### src/rtl/snn_step_scheduler.sv
// Time-step sequencer for a small spiking neuron array. It clears the array,
// issues TS step strobes spaced STEP_CYCLES apart, and reports each neuron's
// first spike once per run as an AXI-stream beat {neuron id, step stamp},
// choosing among pending neurons round-robin.
module snn_step_scheduler #(
  parameter int N           = 4,
  parameter int TS          = 16,
  parameter int STEP_CYCLES = 4,
  localparam int IDW        = $clog2(N),
  localparam int TW         = $clog2(TS + 1)
) (
  input  logic               clk,
  input  logic               reset,
  input  logic               start,
  output logic               busy,
  output logic               done,
  output logic               neuron_clear,
  output logic               time_step,
  input  logic [N-1:0]       spike_valid,
  output logic               m_tvalid,
  input  logic               m_tready,
  output logic [IDW+TW-1:0]  m_tdata
);

  localparam int CW = $clog2(STEP_CYCLES);
  localparam logic [CW-1:0]  CYC_LAST  = CW'(STEP_CYCLES - 1);
  localparam logic [TW-1:0]  STEP_LAST = TW'(TS - 1);
  localparam logic [IDW-1:0] ID_LAST   = IDW'(N - 1);

  typedef enum logic [2:0] {S_IDLE, S_CLEAR, S_RUN, S_DRAIN, S_FIN} state_t;

  state_t              state_q, state_d;
  logic [CW-1:0]       cyc_q, cyc_d;
  logic [TW-1:0]       step_q, step_d;
  logic [N-1:0]        pending_q, pending_d;
  logic [N-1:0]        reported_q, reported_d;
  logic [IDW-1:0]      last_q, last_d;
  logic                tvalid_q, tvalid_d;
  logic [IDW+TW-1:0]   tdata_q, tdata_d;
  logic                drain_seen_q, drain_seen_d;
  logic [TW-1:0]       stamp_q [N];

  logic                active;
  logic [N-1:0]        det;
  logic                gnt_found;
  logic [IDW-1:0]      gnt_id;
  logic [IDW-1:0]      rr_idx;
  logic                load_en;
  logic [N-1:0]        gnt_oh;

  assign m_tvalid = tvalid_q;
  assign m_tdata  = tdata_q;

  // State register
  always_ff @(posedge clk or negedge reset) begin
    if (!reset) state_q <= S_IDLE;
    else        state_q <= state_d;
  end

  // Next-state logic and state-decoded control outputs
  always_comb begin
    state_d      = state_q;
    busy         = 1'b1;
    done         = 1'b0;
    neuron_clear = 1'b0;
    time_step    = 1'b0;
    case (state_q)
      S_IDLE: begin
        busy = 1'b0;
        if (start) state_d = S_CLEAR;
      end
      S_CLEAR: begin
        neuron_clear = 1'b1;
        state_d      = S_RUN;
      end
      S_RUN: begin
        if (cyc_q == CYC_LAST) begin
          time_step = 1'b1;
          if (step_q == STEP_LAST) state_d = S_DRAIN;
        end
      end
      S_DRAIN: begin
        // First DRAIN cycle always passes so late spikes get a chance to land
        if (drain_seen_q && (pending_q == '0) && !tvalid_q) state_d = S_FIN;
      end
      S_FIN: begin
        done    = 1'b1;
        state_d = S_IDLE;
      end
      default: state_d = S_IDLE;
    endcase
  end

  // Round-robin pick: first pending index strictly after the last grant
  always_comb begin
    gnt_found = 1'b0;
    gnt_id    = '0;
    rr_idx    = '0;
    for (int k = 1; k <= N; k++) begin
      rr_idx = IDW'((int'(last_q) + k) % N);
      if (!gnt_found && pending_q[rr_idx]) begin
        gnt_found = 1'b1;
        gnt_id    = rr_idx;
      end
    end
  end

  // Detection, grant and counter next-state values
  always_comb begin
    active   = (state_q == S_RUN) || (state_q == S_DRAIN);
    det      = active ? (spike_valid & ~reported_q & ~pending_q) : '0;
    // The output register may reload in the same cycle its beat is accepted
    load_en  = active && gnt_found && (!tvalid_q || m_tready);
    gnt_oh   = load_en ? ({{(N-1){1'b0}}, 1'b1} << gnt_id) : '0;

    cyc_d        = cyc_q;
    step_d       = step_q;
    pending_d    = (pending_q | det) & ~gnt_oh;
    reported_d   = reported_q | gnt_oh;
    last_d       = load_en ? gnt_id : last_q;
    tvalid_d     = tvalid_q;
    tdata_d      = tdata_q;
    drain_seen_d = (state_q == S_DRAIN);

    if (load_en) begin
      tvalid_d = 1'b1;
      tdata_d  = {gnt_id, stamp_q[gnt_id]};
    end else if (tvalid_q && m_tready) begin
      tvalid_d = 1'b0;
    end

    if (state_q == S_CLEAR) begin
      cyc_d      = '0;
      step_d     = '0;
      pending_d  = '0;
      reported_d = '0;
      last_d     = ID_LAST;
    end else if (state_q == S_RUN) begin
      if (cyc_q == CYC_LAST) begin
        cyc_d  = '0;
        step_d = step_q + 1'b1;
      end else begin
        cyc_d  = cyc_q + 1'b1;
      end
    end
  end

  // Counters, masks, output beat register and per-neuron stamps
  always_ff @(posedge clk or negedge reset) begin
    if (!reset) begin
      cyc_q        <= '0;
      step_q       <= '0;
      pending_q    <= '0;
      reported_q   <= '0;
      last_q       <= ID_LAST;
      tvalid_q     <= 1'b0;
      tdata_q      <= '0;
      drain_seen_q <= 1'b0;
      for (int i = 0; i < N; i++) stamp_q[i] <= '0;
    end else begin
      cyc_q        <= cyc_d;
      step_q       <= step_d;
      pending_q    <= pending_d;
      reported_q   <= reported_d;
      last_q       <= last_d;
      tvalid_q     <= tvalid_d;
      tdata_q      <= tdata_d;
      drain_seen_q <= drain_seen_d;
      for (int i = 0; i < N; i++) begin
        if (det[i]) stamp_q[i] <= step_q;
      end
    end
  end

endmodule

### config.mk
export PLATFORM = sky130hd
export DESIGN_NAME = snn_step_scheduler
export DESIGN_NICKNAME = d
export VERILOG_FILES = /design/src/rtl/snn_step_scheduler.sv
export SDC_FILE = /design/constraint.sdc
export NUM_CORES = 1
export LEC_CHECK = 0
export CAP_MARGIN = 10
export CORE_MARGIN = 2
export CORE_UTILIZATION = 57
export DETAILED_ROUTE_END_ITERATION = 10
export MAX_ROUTING_LAYER = met4
export PLACE_DENSITY_LB_ADDON = 0.08
export SYNTH_ARGS = -nofsm -noshare
export SYNTH_HDL_FRONTEND = slang
export SYNTH_SLANG_ARGS = --single-unit
export TNS_END_PERCENT = 30
### constraint.sdc
create_clock -name clk -period 2.4 [get_ports clk]
set_input_delay 0.36 -clock clk [delete_from_list [all_inputs] [get_ports clk]]
set_output_delay 0.36 -clock clk [all_outputs]
set_load 0.1 [all_outputs]
==> metrics, run 1 <==
outcome=completed; initial antenna violation count=0; Yosys cell types=45; Post-synth EDFFs=0; Worst Skew=8.29 ps; Core Rows=23; Via density=5.78; Worst-Skew Late Latency=300 ps; Async SR Flop Fraction=100%; DP HPWL=3500 um; Final Hold Fails=0; GRT Overall Usage=24.6%; WP data arrival=1870 ps; Tmin final=2230 ps; Die Span X=68.6 um; worst-margin pin slew=524 ps; period utilization=92.9%; Post-CTS Setup Bufs=0; total grt overflow=0; Avg Inst Size Synth=11.7 um2; Cell Pwr Density=1450 nW/um2; first-pass GRT wire length=8110 um; max-slew violation count=0; htree depth=2; full die area=4700 um2; top cells by area, synth=dfrtp_1, mux2_2, mux2i_1, nor2_1, nand3_1; Iter 0 DRT Violations=101; TritonCTS clock tree=done; largest net degree at the start of global routing=34; DR vias=1602; Port Buffer Count=19; Synth Flop Type=dfrtp_1; Layout area overhead=14.5%; Synth Warn #=0; Worst EP required=2040 ps; cells after synthesis=204; # fillers=307; Static Leak=0.00125 uW; Syn Std Cell Area=2380 um2; diode count=0; register area share after synthesis=51.7%; die height=68.6 um; Post-Route Setup TNS=0 ps; maximum fanout along the worst path=8; RSZ-0062 raised after global routing=false; CTS sink cnt=49; CTS buffer count=5; Hold Path Class=reg -> reg; most common cell in the netlist=dfrtp_1; CP Class=reg -> out; #FFs+latches synth=49; routed len/inst=17.1 um; Yosys top cell area share=49.5%; max-cap violations=0; clk buf depth=2; core area=4000 um2; detailed-route wire length=4740 um; r2r setup slk=450 ps; DRT Pass-1 Iters=4; Post-synth top cells=dfrtp_1, mux2_2, nor2_1; nets=237; Tot Pwr=3950 uW; Mapped Nets=215; Final setup viols=0; CTS clk-pin slew, worst paths=90 ps; fmax=0.449 GHz; antenna-violating nets left=0; worst relative slew slack=65.1%; Setup crit end kind=primary output; initial core utilization=59.4%; IO Pins=20; VDD IR max=0.000725 V; GPL Wtd Cong=0.780; startpoint types=flop; layout cells sized above 1=26.4%; Root Buffer=clkbuf_8; number of global-route vias before repair=1656; leading area contributor after synthesis=dfrtp_1; Residual DRC=0
## flip-flops by register name, indices dropped and copies added, names as in the netlist
signal,flops
m_tdata,7
m_tvalid,1
cyc_q,2
last_q,2
drain_seen_q,1
stamp_q,20
state_q,3
pending_q,4
step_q,5
reported_q,4
## cell type report
class | count | area, um2 | area share [%]
sequential | 49 | 1230 | 45.1
multi-input combinational | 140 | 1070 | 39.4
timing repair buffer | 25 | 228 | 8.37
clock buffer | 6 | 72.6 | 2.67
tap | 50 | 62.6 | 2.30
clock inverter | 2 | 38.8 | 1.43
inverter | 5 | 18.8 | 0.690
## power by group
part | switching (uW) | internal [uW]
sequential | 317 | 1140
combinational | 1190 | 720
clock | 268 | 313
total | 1770 | 2180
## cell families (layout without fill, tap and decap cells)
| group | count (synthesis) | count (layout) | synth area share (%) |
|---|---|---|---|
| mux | 32 | 32 | 14.8 |
| fa+ha+maj | 3 | 3 | 1.58 |
| xor+xnor | 3 | 3 | 1.11 |
| buf+inv | 15 | 38 | 3.47 |
| compound gates | 29 | 29 | 8.90 |
| flops | 49 | 49 | 51.7 |
| simple gates | 73 | 73 | 18.5 |
## path summary, 6_finish.rpt
| kind | from | end | depth (start not counted) |
|---|---|---|---|
| worst max-delay path | state_q[2] | time_step | 3 |
| worst min-delay path | m_tdata[6] | m_tdata[6] | 2 |
| worst max register to register | state_q[2] | stamp_q[7] | 3 |
| worst min register to register | m_tdata[6] | m_tdata[6] | 2 |
| max in group asynchronous | reset | stamp_q[14] | 3 |
| min in group asynchronous | reset | drain_seen_q | 2 |
## placed cells by master, fill, tap and decap left out, types with 2 or more instances in the layout
| cell type | n |
|---|---|
| nand3_2 | 2 |
| o21ai_0 | 4 |
| a21oi_1 | 4 |
| mux2_1 | 4 |
| o21a_1 | 2 |
| nand2b_1 | 7 |
| xor2_1 | 2 |
| clkbuf_8 | 5 |
| o211a_1 | 2 |
| nand3_1 | 12 |
| dfrtp_1 | 47 |
| ha_1 | 3 |
| o211ai_1 | 5 |
| or2_2 | 2 |
| buf_4 | 15 |
| mux2i_1 | 7 |
| buf_12 | 2 |
| a22o_1 | 6 |
| and2_1 | 3 |
| inv_1 | 4 |
| nor4b_2 | 2 |
| nand2_1 | 15 |
| clkdlybuf4s50_1 | 6 |
| mux2_2 | 21 |
| nor4b_4 | 2 |
| nor2_1 | 18 |
| dfstp_2 | 2 |
| a21o_1 | 2 |
## repair_timing
item / in CTS / in global routing
hold buffers: 1 / 0
hold endpoints to repair: 14 / 0
resized for setup: 0 / 0
## per-stage QoR
| step | cells | hold WS (ps) | setup slack [ps] | utilization [%] | cell area (um2) |
|---|---|---|---|---|---|
| 4_1_cts | 277 | 503 | 144 | 68.0 | 2720 |
| 3_5_place_dp | 268 | 300 | 366 | 65.0 | 2600 |
| 2_1_floorplan | 204 | 64.4 | 133 | - | 2380 |
| 5_1_grt | 277 | 531 | 77.2 | 68.0 | 2720 |
| 6_report | 277 | 500 | 170 | 68.0 | 2720 |
| 3_3_place_gp | 268 | 290 | 420 | 65.0 | 2600 |
## routing by layer
layer,global-route usage [%],up-vias,routed length [um],part of all wire (%)
met5,-,-,0,0
met4,4.50,0,42,0.89
met3,4.87,6,112,2.4
met2,41.3,28,2460,52
met1,31.3,804,2120,45
li1,-,764,-,-
## critical path: stages, from the launching register on
cell,delay [ps]
dfrtp_1,460
nand2b_1,400
nor3b_4,480
buf_12,230
Power figures use the tool's default switching activity.
==> run 2, diff against run 1 <==
--- a/config.mk
+++ b/config.mk
@@ -7,7 +7,7 @@
 export LEC_CHECK = 0
 export CAP_MARGIN = 10
 export CORE_MARGIN = 2
-export CORE_UTILIZATION = 57
+export CORE_UTILIZATION = 25
 export DETAILED_ROUTE_END_ITERATION = 10
 export MAX_ROUTING_LAYER = met4
 export PLACE_DENSITY_LB_ADDON = 0.08
==> constraint.sdc (replaced) <==
create_clock -name clk -period 2.4 [get_ports clk]
set_input_delay 0.36 -clock clk [delete_from_list [all_inputs] [get_ports clk]]
set_output_delay 0.36 -clock clk [all_outputs]
set_load 0.005 [all_outputs]
==> metrics, run 2 (synthesis results as in run 1) <==
CP Buf/Inv Count=2 (+1); placed insts=351 (+31%); worst-margin pin slew=511 ps (-13.0 ps); Port Buffer Count=19 (unchanged); full die area=10300 um2 (+120%); total grt overflow=0 (unchanged); Residual DRC=0 (unchanged); antenna-violating nets left=0 (unchanged); diode count=0 (unchanged); Die Span X=102 um (+48%); Core Rows=35 (+52%); CP top delay family=buffers and inverters; first-pass GRT wire length=9080 um (+12%); startpoint types=flop; initial antenna violation count=0 (unchanged); commonest non-fill, non-tap cell in the layout=dfrtp_1; fin util=30.6% (-37 points); Crit path largest cell delay=510 ps (+30 ps); Hold Path Class=in -> async; layout cells sized above 1=22.6% (-3.8 points); number of global-route vias before repair=1607 (-3.0%); slowest CP cell=dfrtp_1; largest net degree at the start of global routing=50 (+47%); RSZ-0062 raised after global routing=false; CTS buffer count=5 (unchanged); Via density=4.43 (-23%); DRT Pass-1 Iters=4 (unchanged); GRT Overall Usage=12.1% (-12 points); most frequent cells in the layout=dfrtp_1, mux2_2, nor2_1, clkdlybuf4s50_1, nand2_1; initial core utilization=25.7% (-34 points); Post-CTS Setup Bufs=0 (unchanged); max-cap violations=0 (unchanged); critical-path cell list=nor2_1 -> nand2_1 -> clkinv_1 -> clkdlybuf4s50_1; core area=9240 um2 (+130%); Worst EP required=2040 ps (about the same); TritonCTS clock tree=done; Final setup viols=0 (unchanged); htree depth=2 (unchanged); DP HPWL=3810 um (+8.8%); IO Pins=20 (unchanged); Worst-Skew Late Latency=300 ps (about the same); Final Hold Fails=0 (unchanged); fin worst setup slack=199 ps (+28.6 ps); fmax=0.454 GHz (+1.3%); Layout area overhead=18.9%; Tmin final=2200 ps (-28.6 ps); Setup crit end kind=primary output; worst hold slack=31.0 ps (-469 ps); cts hold-fix bufs=0 (-1); post-CTS sizing=0 (unchanged); CTS clk-pin slew, worst paths=90 ps (about the same); Worst Skew=7.24 ps (-1.05 ps); WP data arrival=1840 ps (-30 ps); maximum fanout along the worst path=9 (+1); Cell Pwr Density=1220 nW/um2 (-16%); Static Leak=0.00123 uW (-1.5%); nets=240 (+1.3%); Root Buffer=clkbuf_8; outcome=completed; die height=102 um (+48%); Layout Cells excl Fill=359 (+30%); worst relative slew slack=65.8% (+0.72 points); detailed-route wire length=5490 um (+16%); Iter 0 DRT Violations=70 (-31%); routed len/inst=15.3 um (-11%); number of flip-flops in the largest register=20 (unchanged); DR vias=1592 (-0.62%); CP Class=reg -> out; period utilization=91.7% (-1.2 points); VDD IR max=0.000293 V (-60%); CTS sink cnt=49 (unchanged); Largest Register=stamp_q; max-slew violation count=0 (unchanged); Post-Route Setup TNS=0 ps (unchanged); DP Worst Slack=301 ps (-65.0 ps); clk buf depth=2 (unchanged); GPL Wtd Cong=0.714 (-8.4%)
## run 2: final timing paths
check,startpoint,end,slack [ps],cells past startpoint
max,state_q[1],neuron_clear,200,4
min,reset,cyc_q[1],30,2
max reg2reg,pending_q[0],state_q[0],450,5
min reg2reg,m_tdata[6],m_tdata[6],510,2
max in group asynchronous,reset,last_q[1],2090,2
min in group clk,m_tdata[6],m_tdata[6],510,2
## run 2: per-layer routing
metal | routed length, um | global-route usage [%]
met1 | 2730 | 16.7
met2 | 2550 | 17.8
met3 | 124 | 2.48
met4 | 81 | 4.05
met5 | 0 | -
## run 2: per-stage QoR
| step | instance area (um2) | total power (uW) |
|---|---|---|
| 4_1_cts | 2830 | 3510 |
| 2_1_floorplan | 2380 | 2500 |
| 3_5_place_dp | 2740 | 3000 |
| 5_1_grt | 2830 | 3740 |
| 3_3_place_gp | 2740 | 3010 |
| 6_report | 2830 | 3440 |
## run 2: cell type report
| cell class | count | area (um2) |
|---|---|---|
| fill | 967 | 6410 |
| sequential | 49 | 1230 |
| multi-input combinational | 140 | 1070 |
| timing repair buffer | 28 | 265 |
| tap | 129 | 161 |
| clock buffer | 6 | 72.6 |
| inverter | 5 | 18.8 |
| clock inverter | 2 | 15.0 |
## run 2: power breakdown
group	total, uW	internal [uW]	leakage (uW)	switching (uW)
combinational	1500	751	0.000580	750
sequential	1440	1140	0.000616	300
clock	491	206	0.0000374	286
total	3440	2100	0.00123	1340
==> run 3, diff against run 2 <==
--- a/config.mk
+++ b/config.mk
@@ -6,7 +6,6 @@
 export NUM_CORES = 1
 export LEC_CHECK = 0
 export CAP_MARGIN = 10
-export CORE_MARGIN = 2
 export CORE_UTILIZATION = 25
 export DETAILED_ROUTE_END_ITERATION = 10
 export MAX_ROUTING_LAYER = met4
==> metrics, run 3 (synthesis results as in run 1) <==
commonest non-fill, non-tap cell in the layout=dfrtp_1; Residual DRC=0 (unchanged); Layout area overhead=18.9% (about the same); initial antenna violation count=0 (unchanged); DRT Pass-1 Iters=4 (unchanged); WP data arrival=1820 ps (-20 ps); antenna-violating nets left=0 (unchanged); Setup crit end kind=primary output; DR vias=1611 (+1.2%); CP top delay family=buffers and inverters; outcome=completed; Worst Skew=7.57 ps (+0.327 ps); Iter 0 DRT Violations=59 (-16%); CTS sink cnt=49 (unchanged); final std cell area, no fill=2830 um2 (about the same); Core Rows=35 (unchanged); Final setup viols=0 (unchanged); Cell Pwr Density=1210 nW/um2 (about the same); WL met2=2600 um (+2.0%); Static Leak=0.00124 uW (+0.66%); CP Buf/Inv Count=2 (unchanged); WL met3=164 um (+32%); post-CTS sizing=0 (unchanged); fmax=0.458 GHz (+0.80%); GPL Wtd Cong=0.732 (+2.5%); Final Hold Fails=0 (unchanged); CTS buffer count=5 (unchanged); worst-margin pin slew=544 ps (+33.6 ps); die height=99.5 um (-2.0%); initial core utilization=25.7% (unchanged); number of global-route vias before repair=1603 (-0.25%); slowest CP cell=dfrtp_1; max-slew violation count=0 (unchanged); CP Class=reg -> out; Hold Path Class=in -> async; Placement Cell Area=2740 um2 (unchanged); uppermost layer routed=met4; Worst-Skew Late Latency=300 ps (about the same); maximum fanout along the worst path=9 (unchanged); nets=240 (unchanged); Post-CTS Setup Bufs=0 (unchanged); number of flip-flops in the largest register=20 (unchanged); startpoint types=flop; VDD IR max=0.000375 V (+28%); Via density=4.49 (+1.2%); DP HPWL=3890 um (+2.1%); routed len/inst=15.3 um (about the same); max-cap violations=0 (unchanged); first-pass GRT wire length=9010 um (-0.76%); cts hold-fix bufs=0 (unchanged); detailed-route wire length=5490 um (about the same); diode count=0 (unchanged); largest net degree at the start of global routing=30 (-40%); Worst EP required=2040 ps (about the same); most frequent cells in the layout=dfrtp_1, mux2_2, nor2_1, clkdlybuf4s50_1, nand2_1; period utilization=91.0% (-0.72 points); Tmin final=2180 ps (-17.4 ps); WL met1=2670 um (-2.3%); Post-Route Setup TNS=0 ps (unchanged); RSZ-0062 raised after global routing=false; Crit path largest cell delay=500 ps (about the same); Largest Register=stamp_q; Die Span X=99.5 um (-2.0%); worst relative slew slack=63.6% (-2.2 points); Port Buffer Count=19 (unchanged); IO Pins=20 (unchanged); core area=9240 um2 (unchanged); full die area=9900 um2 (-3.9%); clk buf depth=2 (unchanged); Root Buffer=clkbuf_8; CTS clk-pin slew, worst paths=90 ps (about the same); TritonCTS clock tree=done; htree depth=2 (unchanged); total grt overflow=0 (unchanged); critical-path cell list=nor2_1 -> nand2_1 -> clkinv_1 -> clkdlybuf4s50_1; layout cells sized above 1=22.6% (unchanged); GRT Overall Usage=12.6% (+0.45 points)
-- run 3: area by class of cell --
type / count / area [um2]
Multi-Input combinational cell: 140 / 1070
Tap cell: 129 / 161
Fill cell: 952 / 6410
Clock inverter: 2 / 13.8
Sequential cell: 49 / 1230
Inverter: 5 / 18.8
Timing Repair Buffer: 28 / 265
Clock buffer: 6 / 72.6
-- run 3: power breakdown --
part           switching, uW  internal (uW)
Sequential               294           1140
Combinational            753            751
Clock                    281            208
-- run 3: routing by layer --
layer  track usage, %  vias up
li1                 -      774
met2             19.6       23
met1             16.6      809
met3             2.60        5
met5                -        -
met4             3.73        0
-- run 3: path summary, 6_finish.rpt --
kind / startpoint / end / slack (ps) / cells past startpoint
max: state_q[1] / neuron_clear / 220 / 4
min: reset / stamp_q[17] / 30 / 1
max reg2reg: pending_q[0] / state_q[0] / 420 / 5
min reg2reg: m_tdata[6] / m_tdata[6] / 490 / 2
max in group asynchronous: reset / last_q[0] / 1780 / 2
min in group clk: m_tdata[6] / m_tdata[6] / 490 / 2
-- run 3: per-stage QoR --
step	total power [uW]	setup WS [ps]	std cells	hold slack [ps]	util (%)
6_report	3430	216	359	26.7	30.6
5_1_grt	3740	78.0	359	53.6	30.6
4_1_cts	3500	161	359	32.9	30.6
3_5_place_dp	2990	298	351	368	29.7
3_3_place_gp	3010	345	351	380	29.7
2_1_floorplan	2500	560	204	64.4	-
